<file path="src/rtl/multi_clock_generator_pkg.sv">
// Shared constants for the divided-clock bank: channel roles, speed-switch ratios, clamp helper.
`default_nettype none

package multi_clock_generator_pkg;

   localparam int CLKGEN_CNT_W = 4;

   localparam int CPU_CH = 0;
   localparam int MEM_CH = 1;

   // Half-periods in base-clock cycles; double speed halves the CPU ratio.
   localparam logic [CLKGEN_CNT_W-1:0] CPU_HALF_NORMAL = 4'd4;
   localparam logic [CLKGEN_CNT_W-1:0] CPU_HALF_DOUBLE = 4'd2;
   localparam logic [CLKGEN_CNT_W-1:0] MEM_HALF_NORMAL = 4'd2;
   localparam logic [CLKGEN_CNT_W-1:0] MEM_HALF_DOUBLE = 4'd1;

   function automatic logic [31:0] clamp_half(input logic [31:0] value);
      return (value == 32'd0) ? 32'd1 : value;
   endfunction

endpackage

`default_nettype wire

</file>
<file path="src/rtl/multi_clock_generator_channel.sv">
// One divided-clock channel: half-period counter, 50% output, strobes and deferred divisor load.
`default_nettype none

module multi_clock_generator_channel
   import multi_clock_generator_pkg::*;
#(
   parameter int               CNT_W      = CLKGEN_CNT_W,
   parameter logic [CNT_W-1:0] RESET_HALF = CNT_W'(2)
) (
   input  logic             clk,
   input  logic             rst_n,
   input  logic             run,
   input  logic             align,
   input  logic             load,
   input  logic [CNT_W-1:0] load_half,
   output logic             div_clk,
   output logic             rise_stb,
   output logic             fall_stb,
   output logic             pending
);

   logic [CNT_W-1:0] cnt;
   logic [CNT_W-1:0] half;
   logic [CNT_W-1:0] pend_half;
   logic             pend;
   logic             clk_q;
   logic             rise_q;
   logic             fall_q;

   logic             toggle;
   logic             apply;
   logic [CNT_W-1:0] load_clamped;
   logic [CNT_W-1:0] reset_clamped;

   always_comb begin
      toggle        = run && (cnt == half - CNT_W'(1));
      // Only the falling toggle closes a full period, so a new ratio never splits one.
      apply         = toggle && clk_q && pend;
      load_clamped  = CNT_W'(clamp_half(32'(load_half)));
      reset_clamped = CNT_W'(clamp_half(32'(RESET_HALF)));
   end

   always_ff @(posedge clk or negedge rst_n) begin
      if (!rst_n) begin
         cnt       <= '0;
         half      <= reset_clamped;
         pend_half <= reset_clamped;
         pend      <= 1'b0;
         clk_q     <= 1'b0;
         rise_q    <= 1'b0;
         fall_q    <= 1'b0;
      end else if (align) begin
         cnt    <= '0;
         clk_q  <= 1'b0;
         rise_q <= 1'b0;
         fall_q <= 1'b0;
         pend   <= 1'b0;
         if (load) begin
            half      <= load_clamped;
            pend_half <= load_clamped;
         end else if (pend) begin
            half <= pend_half;
         end
      end else begin
         rise_q <= 1'b0;
         fall_q <= 1'b0;
         if (run) begin
            if (toggle) begin
               cnt    <= '0;
               clk_q  <= ~clk_q;
               rise_q <= ~clk_q;
               fall_q <= clk_q;
            end else begin
               cnt <= cnt + CNT_W'(1);
            end
         end
         if (apply) begin
            half <= pend_half;
            pend <= 1'b0;
         end
         // A coincident load lands after the old pending value has been applied.
         if (load) begin
            pend_half <= load_clamped;
            pend      <= 1'b1;
         end
      end
   end

   assign div_clk  = clk_q;
   assign rise_stb = rise_q;
   assign fall_stb = fall_q;
   assign pending  = pend;

endmodule

`default_nettype wire

</file>
<file path="src/rtl/multi_clock_generator.sv">
// Bank of NUM_CH divided clocks sharing run/align controls with per-channel divisor load.
`default_nettype none

module multi_clock_generator
   import multi_clock_generator_pkg::*;
#(
   parameter int                      NUM_CH       = 2,
   parameter int                      CNT_W        = CLKGEN_CNT_W,
   parameter int                      SEL_W        = 1,
   parameter logic [NUM_CH*CNT_W-1:0] DEFAULT_HALF = {MEM_HALF_NORMAL, CPU_HALF_NORMAL}
) (
   input  logic              clk,
   input  logic              rst_n,
   input  logic              run,
   input  logic              align,
   input  logic              div_load,
   input  logic [SEL_W-1:0]  div_sel,
   input  logic [CNT_W-1:0]  div_half,
   output logic [NUM_CH-1:0] div_clk,
   output logic [NUM_CH-1:0] rise_stb,
   output logic [NUM_CH-1:0] fall_stb,
   output logic [NUM_CH-1:0] pending
);

   for (genvar i = 0; i < NUM_CH; i++) begin : g_ch
      logic load_i;

      // Selects at or above NUM_CH never match, so they are dropped here.
      assign load_i = div_load && (32'(div_sel) == i);

      multi_clock_generator_channel #(
         .CNT_W      (CNT_W),
         .RESET_HALF (DEFAULT_HALF[i*CNT_W +: CNT_W])
      ) u_channel (
         .clk       (clk),
         .rst_n     (rst_n),
         .run       (run),
         .align     (align),
         .load      (load_i),
         .load_half (div_half),
         .div_clk   (div_clk[i]),
         .rise_stb  (rise_stb[i]),
         .fall_stb  (fall_stb[i]),
         .pending   (pending[i])
      );
   end

endmodule

`default_nettype wire

</file>
<file path="config.mk">
export PLATFORM = sky130hd
export DESIGN_NAME = multi_clock_generator
export DESIGN_NICKNAME = d
export VERILOG_FILES = /design/src/rtl/multi_clock_generator_pkg.sv /design/src/rtl/multi_clock_generator_channel.sv /design/src/rtl/multi_clock_generator.sv
export SDC_FILE = /design/constraint.sdc
export NUM_CORES = 1
export LEC_CHECK = 0
export ABC_AREA = 1
export CORE_ASPECT_RATIO = 1.25
export CORE_MARGIN = 3
export CORE_UTILIZATION = 25
export CTS_CLUSTER_DIAMETER = 150
export CTS_CLUSTER_SIZE = 20
export DETAILED_ROUTE_END_ITERATION = 8
export GPL_ROUTABILITY_DRIVEN = 0
export GPL_TIMING_DRIVEN = 1
export PLACE_DENSITY = 0.42
export SYNTH_ARGS = -nofsm -noshare
export SYNTH_HDL_FRONTEND = slang
export SYNTH_SLANG_ARGS = --single-unit
</file>
<file path="constraint.sdc">
create_clock -name clk -period 2 [get_ports clk]
set_input_delay 0.4 -clock clk [delete_from_list [all_inputs] [get_ports clk]]
set_output_delay 0.4 -clock clk [all_outputs]
set_load 0.02 [all_outputs]
</file>
After elaboration in Yosys (flattened, before gate mapping)
Index checks and enable logic that the tools add are counted.
{"block": "totals", "reg_bits": 32, "latchBits": 0, "ram_bits": 0, "romBits": 0, "in_bits": 10, "out_inout_bits": 8, "wordCells": 84, "n_memories": 0}
{"block": "op_classes", "add_sub_neg": 4, "n_mul": 0, "div_mod_pow": 0, "n_lt_le_gt_ge": 0, "n_eq_ne": 4, "shift": 0, "muxes": 39, "n_bitwise": 3, "reduce_logical": 20}
{"operator": "4-bit two-way mux", "n": 15}
{"operator": "1-bit two-way mux", "n": 24}
{"operator": "2-bit nonzero test", "n": 5}
{"operator": "4-bit by 1-bit adder with 4-bit output (second input constant)", "n": 2}
{"operator": "4-bit == test", "n": 2}
{"operator": "1-bit logical AND", "n": 8}
{"operator": "2-bit AND reduction", "n": 4}
{"operator": "4-bit by 1-bit subtractor with 4-bit output (second input constant)", "n": 2}
{"operator": "3-bit by 1-bit != test with 1-bit output (second input constant)", "n": 2}
{"operator": "3-bit nonzero test", "n": 2}
{"operator": "4-bit zero test", "n": 1}
{"operator": "1-bit NOT", "n": 3}

Depth between registers and ports, before layout
Gate-level depths: netlist of the first run.
{"block": "logic_depth", "word_depth": 8, "depth_mapped": 12, "depth_no_buf": 12}

Hierarchy
Synthesis of the first run repeated with hierarchy kept, for this count alone.
{"block": "unflattened", "hier_cells": 238, "hier_area_um2": 1786.7}
{"module": "multi_clock_generator_channel", "n_inst": 2, "cells_per_inst": 117, "area_each_um2": 884.6, "seq_area_each_um2": 402.9}
{"module": "multi_clock_generator", "n_inst": 1, "cells_per_inst": 4, "area_each_um2": 17.5, "seq_area_each_um2": 0.0}

Worst setup path after synthesis of the first run
Ideal clock, no wire load.
{"block": "synth_timing", "kind": "reg-to-reg", "startpoint": "register g_ch[1].u_channel.half[1]", "endpoint": "register g_ch[1].u_channel.half[0]", "setup_time_ps": 117, "t_arrival_ps": 1516, "required_time_ps": 1883, "path_slack_ps": 367, "path_stages_with_launch": 11, "path_buffers": 0, "period_less_slack_ps": 1633, "path_cell_list": "dfstp_2 -> inv_1 -> ha_1 -> xor2_1 -> nand3_1 -> nor2_4 -> nand3_2 -> nand2_4 -> nand2_4 -> nand2_1 -> nand2_1"}
{"block": "synth_via", "elab_chain_cells": 7}
{"element": "start, declared", "line": "multi_clock_generator_channel.sv:23", "rtl": "logic [CNT_W-1:0] half;"}
{"element": "start signal, assigned", "line": "multi_clock_generator_channel.sv:46", "rtl": "half <= reset_clamped;"}
{"element": "start signal, assigned", "line": "multi_clock_generator_channel.sv:59", "rtl": "half <= load_clamped;"}
{"element": "start signal, assigned", "line": "multi_clock_generator_channel.sv:62", "rtl": "half <= pend_half;"}
{"element": "4-bit by 1-bit subtractor with 4-bit output", "line": "multi_clock_generator_channel.sv:36", "rtl": "toggle = run && (cnt == half - CNT_W'(1));"}
{"element": "4-bit == test", "line": "multi_clock_generator_channel.sv:36"}
{"element": "1-bit logical AND", "line": "multi_clock_generator_channel.sv:36"}
{"element": "1-bit logical AND (2 in a row)", "line": "multi_clock_generator_channel.sv:38", "rtl": "apply = toggle && clk_q && pend;"}
{"element": "2-bit nonzero test (no source line)"}
{"element": "2-bit AND reduction (no source line)"}
Every way passes these cells.
A chain may end at the register's enable or synchronous reset.

Worst setup path in the final report of the first run
{"block": "layout_timing", "startpoint": "register g_ch[1].u_channel.half[1]", "endpoint": "register g_ch[1].u_channel.half[3]"}
Same word-level chain as after synthesis.

==> impl_metrics.env, run 1 <==
export IMPL_io_buffer_count=17
export IMPL_period_share=0.882
export IMPL_cts_tree="done"
export IMPL_cts_sinks=32
export IMPL_clockRootBuffer="clkbuf_8"
export IMPL_seq_area_frac_synth=0.451
export IMPL_synthArstFlopShare=1.00
export IMPL_synth_top_area_share=0.392
export IMPL_cp_required_ns=2.18
export IMPL_drv_slew=0
export IMPL_synth_fp_nets=238
export IMPL_synth_seq_cells=32
export IMPL_cts_max_path_buffers=2
export IMPL_most_common_layout_cells="nand2_1 (62), inv_1 (34), dfrtp_1 (28)"
export IMPL_die_h_um=101
export IMPL_power_mw=1.88
export IMPL_track_usage=0.106
export IMPL_routed_wl_mm=3.74
export IMPL_core_area_um2=6730
export IMPL_ys_warn_count=0
export IMPL_die_w_um=81.6
export IMPL_grt_pass1_vias=1429
export IMPL_initial_core_util=0.266
export IMPL_die_area_um2=8210
export IMPL_yosys_most_used_dff="dfrtp_1"
export IMPL_wl_per_cell_um=11.3
export IMPL_crit_type="reg -> reg"
export IMPL_drc_errors=0
export IMPL_maxSlewHeadroom=0.716
export IMPL_max_freq_ghz=0.567
export IMPL_area_growth_pct=19.0
export IMPL_final_common_cell="nand2_1"
export IMPL_worstPathMaxFanout=7
export IMPL_dp_slack_ns=0.0874
export IMPL_ant_nets=0
export IMPL_min_period_ns=1.76
export IMPL_start_kind="flip-flop"
export IMPL_critPathArrivalTime_ns=1.95
export IMPL_path_clk_slew_ns=0.07
export IMPL_yosys_top_cells_area="dfrtp_1 (39%), nand2_1 (13%), inv_1 (7.1%)"
export IMPL_yosysTopAreaCell="dfrtp_1"
export IMPL_synthCells=224
export IMPL_first_pass_iters=4
export IMPL_synth_edff_count=0
export IMPL_drtIter0Drc=87
export IMPL_outcome="completed"
export IMPL_vias=1406
export IMPL_overflow=0
export IMPL_synth_distinct_cells=29
export IMPL_power_leakage_nw=1.05
export IMPL_grt_max_degree=33
export IMPL_grt_antenna_before_repair=0
export IMPL_tightest_slew_ns=0.425
export IMPL_rows=33
export IMPL_finalSetupViolCount=0
export IMPL_cts_resized=0
export IMPL_vias_per_cell=4.23
export IMPL_ctsHoldBuffers=0
export IMPL_rsz0062_at_grt="false"
export IMPL_antenna_cells=0
export IMPL_io_pins=18
export IMPL_clkLatencyLatePin_ns=0.29
export IMPL_power_density_nw_per_um2=885
export IMPL_nets=258
export IMPL_cts_max_level=2
export IMPL_setup_tns_ns=0
export IMPL_finClkSkew_ns=0.00289
export IMPL_cts_setup_buffers=0
export IMPL_synth_area_per_cell_um2=7.98
export IMPL_netlist_area_um2=1790
export IMPL_dp_hpwl_mm=2.85
export IMPL_hold_viol_final=0
export IMPL_grt_pass1_wl_mm=6.67
export IMPL_ir_drop_v=0.000287
export IMPL_end_kind="flip-flop"
export IMPL_worst_slack_ns=0.235
export IMPL_cts_inserted_buffers=5
export IMPL_cap_violations=0
export IMPL_layout_drive_gt1_share=0.118
export IMPL_hp_class="reg -> reg"
sequential cells by signal (all words and copies together) (netlist names):
register / count
g_ch.u_channel.cnt: 8
g_ch.u_channel.div_clk: 2
g_ch.u_channel.fall_stb: 2
g_ch.u_channel.half: 8
g_ch.u_channel.pend_half: 8
g_ch.u_channel.pending: 2
g_ch.u_channel.rise_stb: 2
layer usage:
metal | wire length (µm) | global-route usage
met1 | 1740 | 0.130
met2 | 1790 | 0.170
met3 | 132 | 0.0313
met4 | 77 | 0.0460
met5 | 0 | 0
logic make-up after synthesis:
logic type / count (synthesis) / share of synthesized area
multiplexers: 3 / 0.0168
XOR/XNOR: 6 / 0.0294
flip-flops: 32 / 0.451
adder cells (fa/ha/maj): 4 / 0.0280
buffers and inverters: 45 / 0.113
AND/OR/NAND/NOR: 112 / 0.294
AO/OA/AOI/OAI: 22 / 0.0679
worst paths after layout:
| check | endpoint | slack [ns] | depth (start not counted) | start |
|---|---|---|---|---|
| worst min-delay path | g_ch[1].u_channel.half[1]$_DFFE_PN1P_ | 0.49 | 2 | g_ch[1].u_channel.half[1]$_DFFE_PN1P_ |
| worst max register to register | g_ch[1].u_channel.half[3]$_DFFE_PN0P_ | 0.24 | 10 | g_ch[1].u_channel.half[1]$_DFFE_PN1P_ |
| max in group asynchronous | g_ch[1].u_channel.half[1]$_DFFE_PN1P_ | 1.13 | 2 | rst_n |
| min in group asynchronous | g_ch[0].u_channel.pend_half[1]$_DFFE_PN0P_ | 0.53 | 2 | rst_n |
| worst min register to register | g_ch[1].u_channel.half[1]$_DFFE_PN1P_ | 0.49 | 2 | g_ch[1].u_channel.half[1]$_DFFE_PN1P_ |
| worst max-delay path | g_ch[1].u_channel.half[3]$_DFFE_PN0P_ | 0.24 | 10 | g_ch[1].u_channel.half[1]$_DFFE_PN1P_ |
cells in the mapped netlist (all sizes together), types with 4 or more instances:
library cell / number
a21oi: 4
buf: 8
dfrtp: 28
dfstp: 4
ha: 4
inv: 36
nand2: 67
nand3: 19
nand3b: 4
nor2: 18
o21ai: 13
xor2: 5
worst max-delay path: stages (launching register included):
cell     delay [ns]
dfstp_2        0.55
inv_1          0.05
ha_1           0.28
xor2_1         0.16
nand3_1        0.13
nor2_4         0.13
nand3_2        0.09
nand2_4        0.11
nand2_4        0.07
nand2_1        0.06
nand2_1        0.04
through the flow:
stage                     hold slack, ns  instances   util  cell area, µm²
after global placement             0.465        324  0.303            2040
after global routing               0.509        332  0.316            2130
final                              0.490        332  0.316            2130
after floorplan                    0.104        224      -            1790
after detailed placement           0.486        324  0.303            2040
after CTS                          0.496        332  0.316            2130
power breakdown:
| group | total, mW | switching, mW | internal, mW | leakage [nW] |
|---|---|---|---|---|
| combinational | 0.512 | 0.300 | 0.212 | 0.603 |
| sequential | 0.842 | 0.0873 | 0.755 | 0.405 |
| clock | 0.529 | 0.248 | 0.281 | 0.0455 |
| total | 1.88 | 0.635 | 1.25 | 1.05 |
area by class of cell:
type	count	area (µm²)
fillers	738	4600
clock buffers	8	90.1
well taps	87	109
multi-input cells	147	779
inverters	36	135
repair buffers	22	208
flip-flops and latches	32	806
Power figures use the tool's default switching activity.
==> inputs of run 2 (changes only) <==
CTS_CLUSTER_DIAMETER = not set   (was 150)
==> results of run 2 <==
Final layout, timing and power as in run 1 (identical DEF).
==> inputs of run 3 (changes only) <==
SLEW_MARGIN = 20   (was not set)
==> results of run 3 <==
Final layout, timing and power as in run 1 (identical DEF).
